[src/rtl/maze_probe_sequencer.sv]
// Once per frame, walks every sprite's five wall probes through one shared maze ROM
// read port and publishes the collected wall flags atomically at the end of the scan.
module maze_probe_sequencer #(
  parameter int unsigned NUM_SPRITES = 5,
  parameter int unsigned ROM_LAT     = 2
) (
  input  logic                       vga_clk,
  input  logic                       Reset_n,
  input  logic                       frame_start,
  input  logic [10*NUM_SPRITES-1:0]  pos_x,
  input  logic [10*NUM_SPRITES-1:0]  pos_y,
  input  logic [9:0]                 probe_s,
  output logic [16:0]                rom_addr,
  input  logic                       rom_q,
  output logic [5*NUM_SPRITES-1:0]   wall_flags,
  output logic                       scan_done,
  output logic                       busy,
  output logic                       overrun
);

  localparam int unsigned SW = (NUM_SPRITES > 1) ? $clog2(NUM_SPRITES) : 1;
  localparam int unsigned WW = (ROM_LAT > 1) ? $clog2(ROM_LAT) : 1;
  localparam int unsigned NF = 5 * NUM_SPRITES;
  localparam int unsigned FW = $clog2(NF);

  typedef enum logic [1:0] {S_IDLE, S_ISSUE, S_WAIT, S_PUBLISH} state_t;
  typedef enum logic [2:0] {P_CTR, P_RIGHT, P_TOP, P_LEFT, P_BOTTOM} probe_t;

  state_t          state_q, state_d;
  probe_t          probe_q;
  logic [SW-1:0]   sprite_q;
  logic [WW-1:0]   wait_q;
  logic [9:0]      snap_x [NUM_SPRITES];
  logic [9:0]      snap_y [NUM_SPRITES];
  logic [9:0]      snap_s;
  logic [NF-1:0]   scratch_q;

  logic            wait_last, probe_last;
  logic            start_scan, issue_en, sample_en, publish_en;
  logic [FW-1:0]   flag_idx;

  logic [9:0]      cur_x, cur_y, px, py;
  logic [10:0]     x_plus, y_plus;
  logic [13:0]     x_mul;
  logic [12:0]     y_mul;
  logic [16:0]     addr_d;

  assign wait_last  = (wait_q == WW'(ROM_LAT - 1));
  assign probe_last = (probe_q == P_BOTTOM) && (sprite_q == SW'(NUM_SPRITES - 1));
  assign flag_idx   = FW'(sprite_q) * FW'(5) + FW'(probe_q);

  always_ff @(posedge vga_clk or negedge Reset_n) begin
    if (!Reset_n) state_q <= S_IDLE;
    else          state_q <= state_d;
  end

  always_comb begin
    state_d = state_q;
    case (state_q)
      S_IDLE:    if (frame_start) state_d = S_ISSUE;
      S_ISSUE:   state_d = S_WAIT;
      S_WAIT:    if (wait_last) state_d = probe_last ? S_PUBLISH : S_ISSUE;
      S_PUBLISH: state_d = S_IDLE;
      default:   state_d = S_IDLE;
    endcase
  end

  always_comb begin
    busy       = (state_q != S_IDLE);
    start_scan = (state_q == S_IDLE) && frame_start;
    issue_en   = (state_q == S_ISSUE);
    sample_en  = (state_q == S_WAIT) && wait_last;
    publish_en = (state_q == S_PUBLISH);
  end

  // 300/640 = 15/32 and 300/480 = 5/8, so shift-and-add gives the exact floor.
  always_comb begin
    cur_x  = snap_x[sprite_q];
    cur_y  = snap_y[sprite_q];
    x_plus = {1'b0, cur_x} + {1'b0, snap_s};
    y_plus = {1'b0, cur_y} + {1'b0, snap_s};
    px     = cur_x;
    py     = cur_y;
    case (probe_q)
      P_RIGHT:  px = (x_plus > 11'd639) ? 10'd639 : x_plus[9:0];
      P_TOP:    py = (snap_s > cur_y) ? '0 : cur_y - snap_s;
      P_LEFT:   px = (snap_s > cur_x) ? '0 : cur_x - snap_s;
      P_BOTTOM: py = (y_plus > 11'd479) ? 10'd479 : y_plus[9:0];
      default:  ;
    endcase
    x_mul  = 14'(px) * 14'd15;
    y_mul  = 13'(py) * 13'd5;
    addr_d = 17'(y_mul[12:3]) * 17'd300 + 17'(x_mul[13:5]);
  end

  always_ff @(posedge vga_clk or negedge Reset_n) begin
    if (!Reset_n) begin
      rom_addr   <= '0;
      wall_flags <= '0;
      scan_done  <= 1'b0;
      overrun    <= 1'b0;
      scratch_q  <= '0;
      snap_s     <= '0;
      probe_q    <= P_CTR;
      sprite_q   <= '0;
      wait_q     <= '0;
      for (int unsigned i = 0; i < NUM_SPRITES; i++) begin
        snap_x[i] <= '0;
        snap_y[i] <= '0;
      end
    end else begin
      scan_done <= publish_en;
      overrun   <= frame_start && (state_q != S_IDLE);
      if (start_scan) begin
        for (int unsigned i = 0; i < NUM_SPRITES; i++) begin
          snap_x[i] <= pos_x[10*i +: 10];
          snap_y[i] <= pos_y[10*i +: 10];
        end
        snap_s    <= probe_s;
        probe_q   <= P_CTR;
        sprite_q  <= '0;
        scratch_q <= '0;
      end
      if (issue_en) begin
        rom_addr <= addr_d;
        wait_q   <= '0;
      end
      if ((state_q == S_WAIT) && !wait_last) wait_q <= wait_q + WW'(1);
      if (sample_en) begin
        scratch_q[flag_idx] <= rom_q;
        if (probe_last) begin
          probe_q  <= P_CTR;
          sprite_q <= '0;
        end else if (probe_q == P_BOTTOM) begin
          probe_q  <= P_CTR;
          sprite_q <= sprite_q + SW'(1);
        end else begin
          probe_q  <= probe_t'(probe_q + 3'd1);
        end
      end
      if (publish_en) wall_flags <= scratch_q;
    end
  end

endmodule

[config.mk]
export PLATFORM = sky130hd
export DESIGN_NAME = maze_probe_sequencer
export DESIGN_NICKNAME = d
export VERILOG_FILES = /design/src/rtl/maze_probe_sequencer.sv
export SDC_FILE = /design/constraint.sdc
export NUM_CORES = 1
export LEC_CHECK = 0
export ABC_AREA = 1
export CAP_MARGIN = 20
export CORE_MARGIN = 1
export CORE_UTILIZATION = 53
export CTS_BUF_LIST = sky130_fd_sc_hd__clkbuf_8
export DETAILED_ROUTE_END_ITERATION = 12
export PLACE_DENSITY = 0.79
export REMOVE_ABC_BUFFERS = 1
export SLEW_MARGIN = 20
export SYNTH_ARGS = -nofsm -noshare
export SYNTH_HDL_FRONTEND = slang
export SYNTH_SLANG_ARGS = --single-unit
[constraint.sdc]
create_clock -name vga_clk -period 8.15 [get_ports vga_clk]
set_clock_uncertainty 0.05 [all_clocks]
set_input_delay 0.815 -clock vga_clk [delete_from_list [all_inputs] [get_ports vga_clk]]
set_output_delay 0.815 -clock vga_clk [all_outputs]
set_load 0.01 [all_outputs]
==> impl_metrics.tcl <==
set metrics [dict create \
    drc 0 \
    place_congestion 0.918 \
    cp.required_ps 8480 \
    min_path_type "primary input to asynchronous set/reset pin" \
    drv_slew 0 \
    postSynthCellCount 1782 \
    vias 12066 \
    place_ws_ps -236 \
    tns_ps 0 \
    io_pins 159 \
    grt_pass1_vias 11551 \
    setup_viol 0 \
    routed_wirelength_um 33700 \
    cts_buffers 17 \
    total_power_mw 3.28 \
    drt_iter0_markers 813 \
    synth_largest_type_area_fraction_pct 34.7 \
    synth_seq_area_share_pct 34.7 \
    final_cell_mix "nand2_1 (526), inv_1 (207), dfrtp_1 (187), clkdlybuf4s50_1 (157), o21ai_0 (132)" \
    cts_tree "yes" \
    antenna_found_initial 0 \
    cp.arrival_ps 8120 \
    grt_pass1_wl_um 54900 \
    clk_latency_ps 480 \
    nets 2224 \
    port_buffers 158 \
    cts_hold_repair.buffers 0 \
    viasPerCell 5.28 \
    num_antenna_cells 0 \
    wl_per_cell_um 14.7 \
    die_x_um 162 \
    core_area_um2 25200 \
    firstDrtPassIters 5 \
    critPathMaxStageDelay_ps 550 \
    synthToLayoutAreaGrowth_pct 22.4 \
    worst_pin_slew_ps 853 \
    synth_area_um2 13600 \
    power.leakage_nw 8.37 \
    p_per_area_nw_per_um2 197 \
    start_util_pct 53.9 \
    min_period_over_period_pct 95.6 \
    placementRows 58 \
    grt_max_degree 105 \
    slew_headroom_pct 43.1 \
    overflow 0 \
    slowest_stage "fa_1" \
    drtAntennaViolNets 0 \
    cp_common_cell "nand2_1" \
    worst-path-max-fanout 22 \
    die_area_um2 26300 \
    fin_util_pct 66.0 \
    synthDistinctLibCells 52 \
    synth.area.top_cells "dfrtp_1 (35%), nand2_1 (15%), ha_1 (12%)" \
    fin_crit_ps 7790 \
    cts_root_buffer "clkbuf_8" \
    rsz0062_at_grt "true" \
    final.setup.worst_slack_ps 356 \
    drive_gt1_share_pct 11.4 \
    vdd_drop_max_v 0.000251 \
    hpwl_um 25200 \
    fmax_mhz 128 \
    final_common_cell "nand2_1" \
    synth-seq-cells 188 \
    multi_input_area_um2 8130 \
    die_y_um 162 \
    crit_type "flip-flop to flip-flop" \
    hold_viol_final 0 \
    register_area_um2 4710 \
    end_kind "flip-flop" \
    synth_top_area_cell "dfrtp_1" \
    clk_pin_slew_ps 130 \
    final.fill_count 2140 \
    startpoint_type "flip-flop" \
    clock_sinks 188 \
    status "finished, final reports clean" \
    cts_buffer_depth 2 \
    htreeDepth 4 \
    cap_violations 0 \
    yosys_warnings 0 \
    grt_use_total_pct 25.9 \
    synth_area_per_cell_um2 7.62 \
]
logic make-up (layout without fill, tap and decap cells):
family / after synthesis / after routing / synth area share, %
AOI/OAI and AO/OA: 301 / 301 / 12.2
and+or+nand+nor: 785 / 785 / 24.2
buffers and inverters: 296 / 469 / 8.61
DFF: 188 / 188 / 34.7
xor gates and xnor gates: 44 / 44 / 2.89
adders and majority gates: 168 / 168 / 17.4
where the power goes:
part           total, mW  switching (mW)  internal, mW
combinational       1.56           0.888         0.670
clock              0.673           0.428         0.245
sequential          1.05          0.0396          1.01
total               3.28            1.36          1.92
sequential cells by signal (all words and copies together), names as in the netlist, 2 cells and up:
signal      flops
snap_y         50
probe_q         3
state_q         2
snap_x         50
sprite_q        3
wall_flags     25
snap_s         10
scratch_q      25
rom_addr       17
worst paths after layout:
path | start | endpoint | slack, ps | cells past startpoint
worst max register to register | sprite_q[0] | rom_addr[16] | 360 | 43
worst max-delay path | sprite_q[0] | rom_addr[16] | 360 | 43
max in group asynchronous | Reset_n | state_q[1] | 6440 | 2
min in group vga_clk | snap_x[48] | snap_x[48] | 430 | 2
worst min-delay path | Reset_n | snap_y[44] | 340 | 1
worst min register to register | snap_x[48] | snap_x[48] | 430 | 2
synthesized netlist by cell type, drive strengths merged:
library cell and count:
a211oi 2, a21o 2, a21oi 88, a221oi 2
a22oi 2, a31o 1, a31oi 11, buf 28
clkbuf 33, clkinv 1, dfrtp 188, fa 34
ha 134, inv 234, nand2 548, nand3 106
nand3b 5, nand4 10, nor2 94, nor3 16
nor4 3, o2111ai 3, o211ai 4, o21a 2
o21ai 160, o21bai 8, o22ai 2, o31a 1
o31ai 13, or2 3, xnor2 11, xor2 33
per-layer routing:
layer | GRT usage, % | up-vias | routed length, um
met5 | 0 | - | 0
li1 | - | 6043 | -
met3 | 2.96 | 29 | 1290
met1 | 36.6 | 5711 | 16000
met4 | 5.53 | 0 | 420
met2 | 42.6 | 283 | 16000
final cells by class:
class                      instances  share of cell area, %
clock inverter                    15                   1.20
tap                              330                   2.48
clock buffer                      17                   1.41
multi-input combinational       1298                   49.0
sequential                       188                   28.3
timing repair buffer             202                   12.2
inverter                         235                   5.39
critical path, delay by kind of cell, from the launching register on:
family,cells,cell delay [ps]
buffers and inverters,5,440
AO/OA/AOI/OAI,7,1160
flip-flops,1,470
adder cells (fa/ha/maj),8,2950
XOR/XNOR,2,410
AND/OR/NAND/NOR,21,2200
stage by stage:
stage / instances / area (um2) / hold WS [ps]
after floorplan: 1721 / 13300 / 392
after global placement: 2237 / 15500 / 403
after detailed placement: 2237 / 15500 / 408
after CTS: 2269 / 16000 / 377
after global routing: 2285 / 16600 / 408
final: 2285 / 16600 / 338
timing repair:
action,CTS,global route
gates cloned,0,3
pin swaps,0,28
setup endpoints to repair,6,8
gates resized for setup,14,109
endpoints found under the hold margin,0,0
setup buffers,0,13
(Power assumes the default switching activity.)
